**config.mk**
```make
export PLATFORM = sky130hd
export DESIGN_NAME = tx_pac_gen
export DESIGN_NICKNAME = d
export VERILOG_FILES = /design/src/rtl/tx_pac_pkg.sv /design/src/rtl/tx_pac_cksum.sv /design/src/rtl/tx_pac_gen.sv
export SDC_FILE = /design/constraint.sdc
export NUM_CORES = 1
export LEC_CHECK = 0
export BUFFER_PORTS_ARGS = -buffer_cell sky130_fd_sc_hd__buf_2
export CAP_MARGIN = 15
export CORE_MARGIN = 1.5
export CORE_UTILIZATION = 50
export CTS_CLUSTER_DIAMETER = 150
export DETAILED_ROUTE_END_ITERATION = 10
export PLACE_DENSITY = 0.75
export SKIP_CTS_REPAIR_TIMING = 1
export SLEW_MARGIN = 30
export SYNTH_ARGS = -nofsm -noshare
export SYNTH_HDL_FRONTEND = slang
export SYNTH_SLANG_ARGS = --single-unit
```
**constraint.sdc**
```tcl
create_clock -name clk -period 6 [get_ports clk]
set_input_delay 0 -clock clk [delete_from_list [all_inputs] [get_ports clk]]
set_output_delay 0 -clock clk [all_outputs]
set_load 0.1 [all_outputs]
```
**src/rtl/tx_pac_pkg.sv**
```systemverilog
// Shared types and constants for the transmit packet generator and its
// receive-side checker.
package tx_pac_pkg;

  typedef enum logic [1:0] {
    IDLE = 2'd0,
    HDR  = 2'd1,
    PAY  = 2'd2,
    CKS  = 2'd3
  } state_e;

  localparam logic [7:0] SYNC_BYTE = 8'hA5;
  localparam logic [7:0] TYPE_CTRL = 8'h01;
  localparam logic [7:0] TYPE_VID  = 8'h02;
  localparam int unsigned HDR_LEN  = 4;

  // Production frame geometry; the generator takes these as parameter defaults.
  localparam int unsigned DEF_CTRL_LEN       = 2071;
  localparam int unsigned DEF_VID_LEN        = 1943;
  localparam int unsigned DEF_CTRL_PKTS      = 16;
  localparam int unsigned DEF_PKTS_PER_FRAME = 1041;

endpackage

```
**src/rtl/tx_pac_cksum.sv**
```systemverilog
// 8-bit modulo-256 byte accumulator with synchronous clear and add enable.
// Shared with the receive side, where it recomputes the checksum for comparison.
module tx_pac_cksum (
  input  logic       clk,
  input  logic       rst_n,
  input  logic       clr_i,
  input  logic       add_i,
  input  logic [7:0] byte_i,
  output logic [7:0] sum_o
);

  logic [7:0] acc_q;

  // Clear wins over add so a packet start always begins from zero.
  always_ff @(posedge clk or negedge rst_n) begin
    if (!rst_n)     acc_q <= '0;
    else if (clr_i) acc_q <= '0;
    else if (add_i) acc_q <= acc_q + byte_i;
  end

  assign sum_o = acc_q;

endmodule

```
**src/rtl/tx_pac_gen.sv**
```systemverilog
// Frame packet generator: on int_vp emits CTRL_PKTS control packets followed
// by video packets, back to back, each as header / FIFO payload / checksum.
// state_q, bc_q and pkt_q describe the byte currently on tx_data; the
// combinational "nxt_*" decode describes the byte being registered next.
module tx_pac_gen
  import tx_pac_pkg::*;
#(
  parameter int unsigned CTRL_LEN       = DEF_CTRL_LEN,
  parameter int unsigned VID_LEN        = DEF_VID_LEN,
  parameter int unsigned CTRL_PKTS      = DEF_CTRL_PKTS,
  parameter int unsigned PKTS_PER_FRAME = DEF_PKTS_PER_FRAME
) (
  input  logic        clk,
  input  logic        rst_n,
  input  logic        int_vp,
  input  logic [7:0]  pl_data,
  input  logic        pl_empty,
  output logic        pl_rd,
  output logic        pac_stp,
  output logic        tx_en,
  output logic [7:0]  tx_data,
  output logic        tx_eop,
  output logic [10:0] pkt_num,
  output logic        underrun
);

  localparam logic [11:0] CLEN     = 12'(CTRL_LEN);
  localparam logic [11:0] VLEN     = 12'(VID_LEN);
  localparam logic [10:0] CPKTS    = 11'(CTRL_PKTS);
  localparam logic [10:0] LAST_PKT = 11'(PKTS_PER_FRAME - 1);
  localparam logic [11:0] HDR_LAST = 12'(HDR_LEN - 1);

  state_e      state_q, nxt_state;
  logic [11:0] bc_q, nxt_bc, cur_len;
  logic [10:0] pkt_q, nxt_pkt;
  logic [7:0]  nxt_data, sum;
  logic        cks_clr, cks_add;
  logic        pac_stp_q, tx_en_q, tx_eop_q, underrun_q;
  logic [7:0]  tx_data_q;

  assign cur_len = (pkt_q < CPKTS) ? CLEN : VLEN;

  // Position of the next byte; int_vp overrides everything and restarts at packet 0.
  always_comb begin
    nxt_state = state_q;
    nxt_bc    = bc_q + 12'd1;
    nxt_pkt   = pkt_q;
    unique case (state_q)
      IDLE: nxt_bc = '0;
      HDR:  if (bc_q == HDR_LAST) nxt_state = PAY;
      PAY:  if (bc_q == cur_len - 12'd2) nxt_state = CKS;
      CKS: begin
        nxt_bc = '0;
        if (pkt_q < LAST_PKT) begin
          nxt_state = HDR;
          nxt_pkt   = pkt_q + 11'd1;
        end else begin
          nxt_state = IDLE;
        end
      end
    endcase
    if (int_vp) begin
      nxt_state = HDR;
      nxt_bc    = '0;
      nxt_pkt   = '0;
    end
  end

  // The FIFO is popped exactly when the next registered byte is payload.
  assign pl_rd = (nxt_state == PAY);

  // Value of the next byte; an empty FIFO on a read substitutes 8'h00.
  always_comb begin
    nxt_data = '0;
    unique case (nxt_state)
      IDLE: nxt_data = '0;
      HDR: begin
        unique case (nxt_bc[1:0])
          2'd0: nxt_data = SYNC_BYTE;
          2'd1: nxt_data = (nxt_pkt < CPKTS) ? TYPE_CTRL : TYPE_VID;
          2'd2: nxt_data = {5'b0, nxt_pkt[10:8]};
          2'd3: nxt_data = nxt_pkt[7:0];
        endcase
      end
      PAY: nxt_data = pl_empty ? 8'h00 : pl_data;
      CKS: nxt_data = sum;
    endcase
  end

  // Sync byte and checksum are excluded from the sum.
  assign cks_clr = (nxt_state == HDR) && (nxt_bc == '0);
  assign cks_add = ((nxt_state == HDR) && (nxt_bc != '0)) || (nxt_state == PAY);

  tx_pac_cksum u_cksum (
    .clk    (clk),
    .rst_n  (rst_n),
    .clr_i  (cks_clr),
    .add_i  (cks_add),
    .byte_i (nxt_data),
    .sum_o  (sum)
  );

  // Generator FSM with all stream outputs registered alongside the state.
  always_ff @(posedge clk or negedge rst_n) begin
    if (!rst_n) begin
      state_q    <= IDLE;
      bc_q       <= '0;
      pkt_q      <= '0;
      pac_stp_q  <= 1'b0;
      tx_en_q    <= 1'b0;
      tx_data_q  <= '0;
      tx_eop_q   <= 1'b0;
      underrun_q <= 1'b0;
    end else begin
      state_q   <= nxt_state;
      bc_q      <= nxt_bc;
      pkt_q     <= nxt_pkt;
      pac_stp_q <= cks_clr;
      tx_en_q   <= (nxt_state != IDLE);
      tx_data_q <= nxt_data;
      tx_eop_q  <= (nxt_state == CKS);
      if (int_vp)                 underrun_q <= 1'b0;
      else if (pl_rd && pl_empty) underrun_q <= 1'b1;
    end
  end

  assign pac_stp  = pac_stp_q;
  assign tx_en    = tx_en_q;
  assign tx_data  = tx_data_q;
  assign tx_eop   = tx_eop_q;
  assign pkt_num  = pkt_q;
  assign underrun = underrun_q;

endmodule

```
Yosys cells after proc, flatten, opt, wreduce, memory -nomap -nowiden
Cells that the tools add are included.
{"block": "op_classes", "addsub": 4, "n_mul": 0, "div": 0, "magnitude_cmp": 3, "eq_ne": 11, "shift": 0, "n_mux": 19, "n_bitwise": 0, "n_reduce_logical": 13}
{"operator": "case mux 8 bit (4 select lines)", "count": 2}
{"operator": "two-way mux 12 bit", "count": 3}
{"operator": "two-way mux 11 bit", "count": 3}
{"operator": "two-way mux 8 bit", "count": 3}
{"operator": "< comparator 11 x 5 -> 1 bit, second input constant", "count": 2}
{"operator": "adder 12 x 1 -> 12 bit, second input constant", "count": 1}
{"operator": "== test 12 bit", "count": 1}
{"operator": "== test 12 x 2 -> 1 bit, second input constant", "count": 1}
{"operator": "== test 2 bit, second input constant", "count": 6}
{"operator": "zero test 12 bit", "count": 1}
{"operator": "nonzero test 12 bit", "count": 1}
{"operator": "subtractor 12 x 2 -> 12 bit, second input constant", "count": 1}
{"operator": "adder 11 x 1 -> 11 bit, second input constant", "count": 1}
{"operator": "< comparator 11 bit, second input constant", "count": 1}
{"operator": "adder 8 bit", "count": 1}
{"operator": "two-way mux 2 bit", "count": 4}
{"operator": "== test 2 x 1 -> 1 bit, second input constant", "count": 3}
{"operator": "zero test 2 bit", "count": 3}
{"operator": "case mux 2 bit (3 select lines)", "count": 1}
{"operator": "nonzero test 2 bit", "count": 3}
{"operator": "logical AND 1 bit", "count": 3}
{"operator": "two-way mux 1 bit", "count": 3}
{"operator": "OR reduction 2 bit", "count": 1}
{"operator": "logical OR 1 bit", "count": 1}
{"block": "totals", "register_bits": 45, "latch_bits": 0, "mem_bits_rw": 0, "rom_bits": 0, "in_bits": 12, "wordCells": 59, "memories": 0}

Longest topological paths before layout
Gate-level depths: netlist of the first run.
{"block": "logic_depth", "word_depth": 12, "mapped_depth": 22, "ltp_nobuf": 21}

By module
Synthesis of the first run repeated with hierarchy kept, for this count alone.
{"block": "hier_totals", "cells_unflattened": 309, "hier_area_um2": 2924.1}
{"mod": "tx_pac_gen", "instances": 1, "cells_per_inst": 243, "area_per_inst_um2": 2277.2, "seq_area_each_um2": 925.9}
{"mod": "tx_pac_cksum", "instances": 1, "cells_per_inst": 66, "area_per_inst_um2": 646.9, "seq_area_each_um2": 200.2}

Least setup slack after synthesis of the first run
No wires, ideal clock.
{"block": "synth_timing", "path_kind": "reg2reg", "startpoint": "register pkt_q[7] (netlist: pkt_num[7])", "endpoint": "register u_cksum.acc_q[6] (netlist: u_cksum.sum_o[6])", "setup_ns": 0.125, "arrival_ns": 5.456, "required_ns": 5.875, "setup_slack_ns": 0.419, "path_stages_with_launch": 23, "n_path_buf": 1, "period_less_slack_ns": 5.581, "cell_sequence": "dfrtp_1 nor4_1 nand2_1 nor2_1 mux2_2 o2111ai_1 a21oi_1 a211oi_1 ha_1 nor2b_1 clkbuf_1 a221oi_1 or2_2 a31oi_1 ha_1 fa_1 a21o_1 a21o_1 a21o_1 a21oi_1 xor2_1 nor2_2 mux2_4"}
{"block": "synth_via", "elab_chain_len": 12}
{"item": "start: declaration", "line_no": "tx_pac_gen.sv:35", "text": "logic [10:0] pkt_q, nxt_pkt;"}
{"item": "start signal: assignment", "line_no": "tx_pac_gen.sv:117", "text": "pkt_q <= nxt_pkt;"}
{"item": "< comparator 11 x 5 -> 1 bit", "line_no": "tx_pac_gen.sv:41", "text": "assign cur_len = (pkt_q < CPKTS) ? CLEN : VLEN;"}
{"item": "two-way mux 12 bit", "line_no": "tx_pac_gen.sv:41"}
{"item": "subtractor 12 x 2 -> 12 bit", "line_no": "tx_pac_gen.sv:51", "text": "PAY: if (bc_q == cur_len - 12'd2) nxt_state = CKS;"}
{"item": "== test 12 bit", "line_no": "tx_pac_gen.sv:51"}
{"item": "two-way mux 2 bit", "line_no": "tx_pac_gen.sv:51"}
{"item": "case mux 2 bit (3 select lines) *", "line_no": "tx_pac_gen.sv:48", "text": "unique case (state_q)"}
{"item": "two-way mux 2 bit *", "line_no": "tx_pac_gen.sv:62", "text": "if (int_vp) begin"}
{"item": "== test 2 bit *"}
{"item": "net pl_rd", "line_no": "tx_pac_gen.sv:18", "text": "output logic pl_rd,"}
{"item": "case mux 8 bit (4 select lines) *", "line_no": "tx_pac_gen.sv:75", "text": "unique case (nxt_state)"}
{"item": "net nxt_data[0]", "line_no": "tx_pac_gen.sv:36", "text": "logic [7:0] nxt_data, sum;"}
{"item": "adder 8 bit *", "line_no": "tx_pac_cksum.sv:18", "text": "else if (add_i) acc_q <= acc_q + byte_i;"}
{"item": "two-way mux 8 bit *", "line_no": "tx_pac_cksum.sv:18"}
{"item": "two-way mux 8 bit *", "line_no": "tx_pac_cksum.sv:17", "text": "else if (clr_i) acc_q <= '0;"}
{"item": "end signal: assignment", "line_no": "tx_pac_cksum.sv:18"}
{"item": "end: declaration", "line_no": "tx_pac_cksum.sv:12", "text": "logic [7:0] acc_q;"}
Mark *: on every way through the listed nets, which the timed path passes. The rest lies on a longest branch. The select of a mux whose other input is x is not followed.
A chain may end at the register's enable or synchronous reset.

Worst setup path in the final report of the first run
{"block": "layout_timing", "startpoint": "register pkt_q[9] (netlist: pkt_num[9])", "endpoint": "register u_cksum.acc_q[6] (netlist: u_cksum.sum_o[6])"}
{"block": "layout_via", "elab_chain_len": 12}
{"item": "< comparator 11 x 5 -> 1 bit", "line_no": "tx_pac_gen.sv:41"}
{"item": "two-way mux 12 bit", "line_no": "tx_pac_gen.sv:41"}
{"item": "subtractor 12 x 2 -> 12 bit", "line_no": "tx_pac_gen.sv:51"}
{"item": "== test 12 bit", "line_no": "tx_pac_gen.sv:51"}
{"item": "two-way mux 2 bit", "line_no": "tx_pac_gen.sv:51"}
{"item": "case mux 2 bit (3 select lines)", "line_no": "tx_pac_gen.sv:48"}
{"item": "two-way mux 2 bit", "line_no": "tx_pac_gen.sv:62"}
{"item": "== test 2 bit, or another cell as far along", "line_no": "tx_pac_gen.sv:75"}
{"item": "case mux 8 bit (4 select lines) *", "line_no": "tx_pac_gen.sv:75"}
{"item": "net nxt_data[0]", "line_no": "tx_pac_gen.sv:36"}
{"item": "adder 8 bit *", "line_no": "tx_pac_cksum.sv:18"}
{"item": "two-way mux 8 bit *", "line_no": "tx_pac_cksum.sv:18"}
{"item": "two-way mux 8 bit *", "line_no": "tx_pac_cksum.sv:17"}
Marked as above.

==> metrics.log, run 1 <==
INFO  metric status = completed
INFO  metric core-area = 5470 sq um
INFO  metric syn-cell-area = 2820 sq um
INFO  metric period_needed = 5260 ps
INFO  metric worst_setup_path_start_kind = register
INFO  metric routed_wirelength = 6120 um
INFO  metric drc_errors = 0
INFO  metric arrival = 5450 ps
INFO  metric tritoncts = yes
INFO  metric worstHoldPathType = primary input to register
INFO  metric cp_required = 6190 ps
INFO  metric p_per_area = 428 nW/um^2
INFO  metric leakage = 1.47 nW
INFO  metric dpl_worst_slack = 855 ps
INFO  metric fmaxAchievable = 190 MHz
INFO  metric drt-pass1-iter-count = 6
INFO  metric ys_seq_area_frac = 0.399
INFO  metric end_kind = register
INFO  metric design.final.nets = 354
INFO  metric wl_per_cell = 15.5 um
INFO  metric grtUsageTotal = 0.216
INFO  metric final.setup.worst_slack = 740 ps
INFO  metric post_synth_inst_count = 289
INFO  metric die-width = 78.1 um
INFO  metric dieHeight = 78.1 um
INFO  metric peakVddDrop = 288 uV
INFO  metric initialDrtViolationCount = 197
INFO  metric ys.flop_type = sky130_fd_sc_hd__dfrtp_1
INFO  metric total_switching_power = 654 uW
INFO  metric multi_input_area = 1560 sq um
INFO  metric path_clk_slew = 90 ps
INFO  metric fin_tns_setup = 0 ps
INFO  metric area_growth_syn_to_layout = 11.2%
INFO  metric power.clock.fraction = 0.149
INFO  metric postSynthRegisterBits = 45
INFO  metric initial_antenna_violation_count = 0
INFO  metric die_area = 6100 sq um
INFO  metric sequential_cell_area = 1130 sq um
INFO  metric edff_count_synth = 0
INFO  metric combinationalPowerShare = 0.545
INFO  metric hold_viol = 0
INFO  metric gp_congestion = 0.819
INFO  metric number_of_warnings_reported_in_the_yosys_synthesis_log = 0
INFO  metric start_util = 0.516
INFO  metric floorplan_row_count = 27
INFO  metric max_cap_violations = 0
INFO  metric yosysUniqueCellTypes = 60
INFO  metric timing.max_slew.rel_slack = 0.531
INFO  metric postSynthAreaPerCell = 9.76 sq um
INFO  metric vias_per_cell = 5.79
INFO  metric worstSkewPairLatency = 310 ps
INFO  metric dpl.hpwl = 4430 um
INFO  metric filler_cell_count = 500
INFO  metric number_of_pins_with_negative_max_slew_slack_in_the_final_report = 0
INFO  metric port_buffers = 35
INFO  metric regToRegSetupSlack = 740 ps
INFO  metric grt_pass1_wl = 10500 um
INFO  metric seq_power_share = 0.306
INFO  metric finalHoldWorstSlack = 48.3 ps
INFO  metric clockRootBuffer = sky130_fd_sc_hd__clkbuf_8
INFO  metric detail-route-antenna-nets = 0
INFO  metric power_report.internal_total = 690 uW
INFO  metric boundaryPins = 36
INFO  metric post_layout_nonfiller_instances = 394
INFO  metric post_synth_main_area_contributors = sky130_fd_sc_hd__dfrtp_1, sky130_fd_sc_hd__ha_1, sky130_fd_sc_hd__xnor2_1, sky130_fd_sc_hd__nor2_1, sky130_fd_sc_hd__xor2_1
INFO  metric worst_setup_path_category = register to register
INFO  metric fin_worst_skew = 10.1 ps
INFO  metric grt_overflow_total = 0
INFO  metric dp_cells = 384
INFO  metric numClockSinks = 45
INFO  metric worst_pin_slew = 703 ps
INFO  metric synth_async_sr_flop_share = 1.00
INFO  metric ctsLongestPathBuffers = 2
INFO  metric grt_max_degree = 46
INFO  metric sw_frac_of_total = 0.487
INFO  metric critPathMaxFanout = 9
INFO  metric first_global_vias = 2120
INFO  metric drive_above_1_share = 0.196
INFO  metric antenna-diode-count = 0
INFO  metric synth_top_cell_by_area = sky130_fd_sc_hd__dfrtp_1
INFO  metric grt_setup_unrepaired = false
INFO  metric cts-buffers-inserted = 5
INFO  metric route.vias.total = 2282
INFO  metric ctsHtreeMaxLevel = 2
INFO  metric report.final.setup_viol = 0
INFO  metric synth_fp_nets = 322
INFO  metric netlist.area_leader.share = 0.399
INFO  metric portion_of_the_clock_cycle_consumed_by_the_worst_path_in_the_final_layout = 0.877
## sequential cells by signal (all words and copies together) (netlist names)
name / count
bc_q: 12
pkt_num: 11
tx_data: 8
u_cksum.sum_o: 8
state_q: 2
pac_stp: 1
tx_en: 1
tx_eop: 1
underrun: 1
## worst paths after layout
kind,start,endpoint,cells after the start
setup reg to reg,pkt_num[9],u_cksum.sum_o[6],21
hold / removal,pl_data[6],tx_data[6],3
hold reg to reg,underrun,underrun,2
max in group asynchronous,rst_n,bc_q[11],2
min in group asynchronous,rst_n,pkt_num[6],2
setup / recovery,pkt_num[9],u_cksum.sum_o[6],21
## critical path, stage by stage (launching register included)
cell and delay, ps:
sky130_fd_sc_hd__dfrtp_1 450, sky130_fd_sc_hd__nor4_1 420, sky130_fd_sc_hd__nand2_1 140, sky130_fd_sc_hd__nor2_1 160, sky130_fd_sc_hd__mux2_2 350, sky130_fd_sc_hd__o2111ai_1 90
sky130_fd_sc_hd__a21oi_1 110, sky130_fd_sc_hd__a211oi_1 440, sky130_fd_sc_hd__ha_1 290, sky130_fd_sc_hd__nor2b_1 600, sky130_fd_sc_hd__a221oi_1 160, sky130_fd_sc_hd__or2_2 300
sky130_fd_sc_hd__a31oi_1 250, sky130_fd_sc_hd__ha_1 250, sky130_fd_sc_hd__fa_1 220, sky130_fd_sc_hd__a21o_1 120, sky130_fd_sc_hd__a21o_1 150, sky130_fd_sc_hd__a21o_1 120
sky130_fd_sc_hd__a21oi_1 70, sky130_fd_sc_hd__xor2_1 160, sky130_fd_sc_hd__nor2_2 40, sky130_fd_sc_hd__mux2_4 270
## layer usage
metal / track usage / part of all wire
met2: 0.318 / 0.45
met3: 0.0349 / 0.053
met5: 0 / 0
met1: 0.328 / 0.48
met4: 0.0571 / 0.0096
## area by class of cell
class | instances | share of cell area
Inverter | 17 | 0.0203
Clock buffer | 6 | 0.0263
Tap cell | 72 | 0.0287
Timing Repair Buffer | 37 | 0.0630
Clock inverter | 2 | 0.00439
Multi-Input combinational cell | 215 | 0.498
Sequential cell | 45 | 0.359
## cell families after synthesis
group,after synthesis,synth area share
fa+ha+maj,21,0.0958
simple gates,100,0.198
buf+inv,29,0.0466
compound gates,65,0.166
xor+xnor,24,0.0745
mux,5,0.0204
flops,45,0.399
## synth_stat cells (2+ instances only)
| master | n |
|---|---|
| sky130_fd_sc_hd__buf_4 | 2 |
| sky130_fd_sc_hd__inv_1 | 17 |
| sky130_fd_sc_hd__nor2_2 | 2 |
| sky130_fd_sc_hd__a222oi_1 | 3 |
| sky130_fd_sc_hd__or3_1 | 3 |
| sky130_fd_sc_hd__xor2_1 | 9 |
| sky130_fd_sc_hd__nor2_1 | 34 |
| sky130_fd_sc_hd__buf_2 | 2 |
| sky130_fd_sc_hd__a211o_1 | 3 |
| sky130_fd_sc_hd__nor2b_1 | 2 |
| sky130_fd_sc_hd__a221oi_1 | 5 |
| sky130_fd_sc_hd__nor4_1 | 8 |
| sky130_fd_sc_hd__clkbuf_1 | 6 |
| sky130_fd_sc_hd__a31oi_1 | 3 |
| sky130_fd_sc_hd__nor3_1 | 6 |
| sky130_fd_sc_hd__mux2_2 | 2 |
| sky130_fd_sc_hd__nand3_1 | 9 |
| sky130_fd_sc_hd__nand2_1 | 17 |
| sky130_fd_sc_hd__mux2i_1 | 2 |
| sky130_fd_sc_hd__ha_1 | 20 |
| sky130_fd_sc_hd__dfrtp_1 | 45 |
| sky130_fd_sc_hd__nand2b_1 | 3 |
| sky130_fd_sc_hd__o31ai_1 | 2 |
| sky130_fd_sc_hd__xnor2_1 | 15 |
| sky130_fd_sc_hd__o22ai_1 | 6 |
| sky130_fd_sc_hd__a21oi_1 | 13 |
| sky130_fd_sc_hd__o21a_1 | 2 |
| sky130_fd_sc_hd__o21ai_0 | 10 |
| sky130_fd_sc_hd__a21o_1 | 5 |
| sky130_fd_sc_hd__nand4_1 | 2 |
| sky130_fd_sc_hd__a211oi_1 | 2 |
## layout by cell type (no fill, tap or decap), types with 5 or more instances in the layout
cell	n
sky130_fd_sc_hd__nand2_1	17
sky130_fd_sc_hd__ha_1	20
sky130_fd_sc_hd__dfrtp_1	45
sky130_fd_sc_hd__buf_2	34
sky130_fd_sc_hd__inv_1	17
sky130_fd_sc_hd__o22ai_1	6
sky130_fd_sc_hd__a221oi_1	5
sky130_fd_sc_hd__nor2_1	34
sky130_fd_sc_hd__nand3_1	9
sky130_fd_sc_hd__o21ai_0	10
sky130_fd_sc_hd__nor3_1	6
sky130_fd_sc_hd__clkbuf_8	6
sky130_fd_sc_hd__a21oi_1	13
sky130_fd_sc_hd__xnor2_1	15
sky130_fd_sc_hd__a21o_1	5
sky130_fd_sc_hd__xor2_1	9
sky130_fd_sc_hd__nor4_1	8
## metrics by stage
stage,util,power (mW),instance area [sq um]
finish,0.573,1.34,3140
global route,0.573,1.44,3140
CTS,0.570,1.34,3120
detailed placement,0.552,1.14,3020
global placement,0.552,1.13,3020
floorplan,-,1.02,2820
## power by group through the flow
stage	Clock (mW)	Sequential [mW]	Combinational [mW]
6_report	0.201	0.411	0.732
5_1_grt	0.216	0.419	0.800
4_1_cts	0.202	0.410	0.731
3_5_place_dp	0	0.415	0.725
3_3_place_gp	0	0.414	0.718
2_1_floorplan	0	0.582	0.434
No activity file was read; power rests on OpenSTA's default activity.
==> run 2, diff against run 1 <==
Settings changed: GPL_TIMING_DRIVEN from default to 0.
==> run 2 against run 1 <==
Cell count increased by 3.0%. Global-route usage rose by 0.92 points. Critical endpoint unchanged. Sequential power shrank 2%. Total power up 4.7%.
==> metrics.log, run 2 (same netlist as run 1, synthesis figures left out) <==
INFO  metric total_power = 1.41 mW (was 1.34 mW)
INFO  metric gp_congestion = 0.833 (was 0.819)
INFO  metric vias_per_cell = 5.71 (was 5.79)
INFO  metric worst_setup_path_category = register to register (unchanged)
INFO  metric die_area = 6100 sq um (unchanged)
INFO  metric clockRootBuffer = sky130_fd_sc_hd__clkbuf_8 (unchanged)
INFO  metric ctsLongestPathBuffers = 2 (unchanged)
INFO  metric critPathMaxFanout = 10 (was 9)
INFO  metric worstHoldPathType = primary input to register (unchanged)
INFO  metric grt_max_degree = 46 (unchanged)
INFO  metric port_buffers = 34 (was 35)
INFO  metric drt-pass1-iter-count = 5 (was 6)
INFO  metric p_per_area = 436 nW/um^2 (was 428 nW/um^2)
INFO  metric boundaryPins = 36 (unchanged)
INFO  metric tritoncts = yes (unchanged)
INFO  metric hold_viol = 0 (unchanged)
INFO  metric end_kind = register (unchanged)
INFO  metric fin_tns_setup = 0 ps (unchanged)
INFO  metric route.vias.total = 2319 (was 2282)
INFO  metric max_cap_violations = 0 (unchanged)
INFO  metric initial_antenna_violation_count = 0 (unchanged)
INFO  metric layout_commonest_cell = sky130_fd_sc_hd__dfrtp_1 (unchanged)
INFO  metric largest_register_ffs = 12 (unchanged)
INFO  metric antenna-diode-count = 0 (unchanged)
INFO  metric fmaxAchievable = 188 MHz (was 190 MHz)
INFO  metric cts-buffers-inserted = 5 (unchanged)
INFO  metric arrival = 5510 ps (was 5450 ps)
INFO  metric leakage = 1.51 nW (was 1.47 nW)
INFO  metric portion_of_the_clock_cycle_consumed_by_the_worst_path_in_the_final_layout = 0.885 (was 0.877)
INFO  metric die-width = 78.1 um (unchanged)
INFO  metric grtUsageTotal = 0.225 (was 0.216)
INFO  metric finalHoldWorstSlack = 10.2 ps (was 48.3 ps)
INFO  metric initialDrtViolationCount = 147 (was 197)
INFO  metric first_global_vias = 2210 (was 2120)
INFO  metric register_name_with_the_most_flops = bc_q (unchanged)
INFO  metric report.final.setup_viol = 0 (unchanged)
INFO  metric worst_setup_path_start_kind = register (unchanged)
INFO  metric grt_overflow_total = 0 (unchanged)
INFO  metric area_growth_syn_to_layout = 14.3% (was 11.2%)
INFO  metric final.setup.worst_slack = 690 ps (was 740 ps)
INFO  metric path_clk_slew = 100 ps (was 90 ps)
INFO  metric detail-route-antenna-nets = 0 (unchanged)
INFO  metric numClockSinks = 45 (unchanged)
INFO  metric layout.cells.most_common_list = sky130_fd_sc_hd__dfrtp_1, sky130_fd_sc_hd__buf_2, sky130_fd_sc_hd__nor2_1, sky130_fd_sc_hd__ha_1 (was sky130_fd_sc_hd__dfrtp_1, sky130_fd_sc_hd__nor2_1, sky130_fd_sc_hd__buf_2, sky130_fd_sc_hd__ha_1)
INFO  metric timing.max_slew.rel_slack = 0.558 (was 0.531)
INFO  metric drive_above_1_share = 0.201 (was 0.196)
INFO  metric grt_setup_unrepaired = false (unchanged)
INFO  metric routed_wirelength = 6470 um (was 6120 um)
INFO  metric fin_worst_skew = 13.2 ps (was 10.1 ps)
INFO  metric dpl.hpwl = 4750 um (was 4430 um)
INFO  metric cp_required = 6200 ps (was 6190 ps)
INFO  metric finalCoreUtilization = 0.589 (was 0.573)
INFO  metric dpl_worst_slack = 709 ps (was 855 ps)
INFO  metric dieHeight = 78.1 um (unchanged)
INFO  metric status = completed (unchanged)
INFO  metric ctsHtreeMaxLevel = 2 (unchanged)
INFO  metric start_util = 0.516 (unchanged)
INFO  metric peakVddDrop = 223 uV (was 288 uV)
INFO  metric core-area = 5470 sq um (unchanged)
INFO  metric floorplan_row_count = 27 (unchanged)
INFO  metric grt_pass1_wl = 10700 um (was 10500 um)
INFO  metric filler_cell_count = 508 (was 500)
INFO  metric worst_pin_slew = 659 ps (was 703 ps)
INFO  metric period_needed = 5310 ps (was 5260 ps)
INFO  metric drc_errors = 0 (unchanged)
INFO  metric number_of_pins_with_negative_max_slew_slack_in_the_final_report = 0 (unchanged)
INFO  metric wl_per_cell = 15.9 um (was 15.5 um)
INFO  metric worstSkewPairLatency = 310 ps (about the same)
INFO  metric design.final.nets = 366 (was 354)
==> run 2: worst max-delay path: stages, from the launching register on <==
cell                        delay (ps)
sky130_fd_sc_hd__dfrtp_1           480
sky130_fd_sc_hd__nor4_1            370
sky130_fd_sc_hd__nand2_1           120
sky130_fd_sc_hd__nor2_1            160
sky130_fd_sc_hd__mux2_2            350
sky130_fd_sc_hd__o2111ai_1         100
sky130_fd_sc_hd__a21oi_1           120
sky130_fd_sc_hd__a211oi_1          440
sky130_fd_sc_hd__ha_1              220
sky130_fd_sc_hd__clkbuf_1          360
sky130_fd_sc_hd__nand2b_1          190
sky130_fd_sc_hd__nor4_1             50
sky130_fd_sc_hd__or3_1             470
sky130_fd_sc_hd__fa_1              490
sky130_fd_sc_hd__a21o_1            180
sky130_fd_sc_hd__a21o_1            190
sky130_fd_sc_hd__a21o_1            180
sky130_fd_sc_hd__a21oi_1           170
sky130_fd_sc_hd__xor2_1            220
sky130_fd_sc_hd__nor2_2             50
sky130_fd_sc_hd__mux2_4            270
==> run 2: final timing paths <==
check	startpoint	endpoint	cells after the start	slack, ps
worst max-delay path	pkt_num[7]	u_cksum.sum_o[6]	20	690
worst min-delay path	pl_data[6]	tx_data[6]	3	10
worst max register to register	pkt_num[7]	u_cksum.sum_o[6]	20	690
worst min register to register	underrun	underrun	2	500
max in group asynchronous	rst_n	bc_q[7]	2	5370
min in group asynchronous	rst_n	pkt_num[5]	2	240
==> run 2: layout make-up <==
type / instances / area, sq um / area share
multi-input combinational: 215 / 1560 / 0.485
clock inverter: 2 / 38.8 / 0.0120
inverter: 17 / 63.8 / 0.0198
clock buffer: 6 / 72.6 / 0.0225
sequential: 45 / 1130 / 0.349
timing repair buffer: 37 / 203 / 0.0628
buffer: 12 / 67.6 / 0.0209
tap: 72 / 90.1 / 0.0279
==> run 2: stage by stage <==
step	area, sq um	std cells
2_1_floorplan	2820	289
3_3_place_gp	3080	395
3_5_place_dp	3080	395
4_1_cts	3200	403
5_1_grt	3230	406
6_report	3230	406
==> run 2: routing by layer <==
| layer | GRT usage | vias to the layer above | part of all wire |
|---|---|---|---|
| met3 | 0.0337 | 14 | 0.038 |
| li1 | - | 1121 | - |
| met1 | 0.324 | 1120 | 0.48 |
| met2 | 0.353 | 64 | 0.47 |
| met4 | 0.0607 | 0 | 0.015 |
| met5 | 0 | - | 0 |
==> run 2: power by group <==
group          total, mW  switching [mW]  internal [mW]
Clock              0.238           0.113          0.125
Sequential         0.404          0.0423          0.362
Combinational      0.765           0.519          0.247
Total               1.41           0.673          0.734
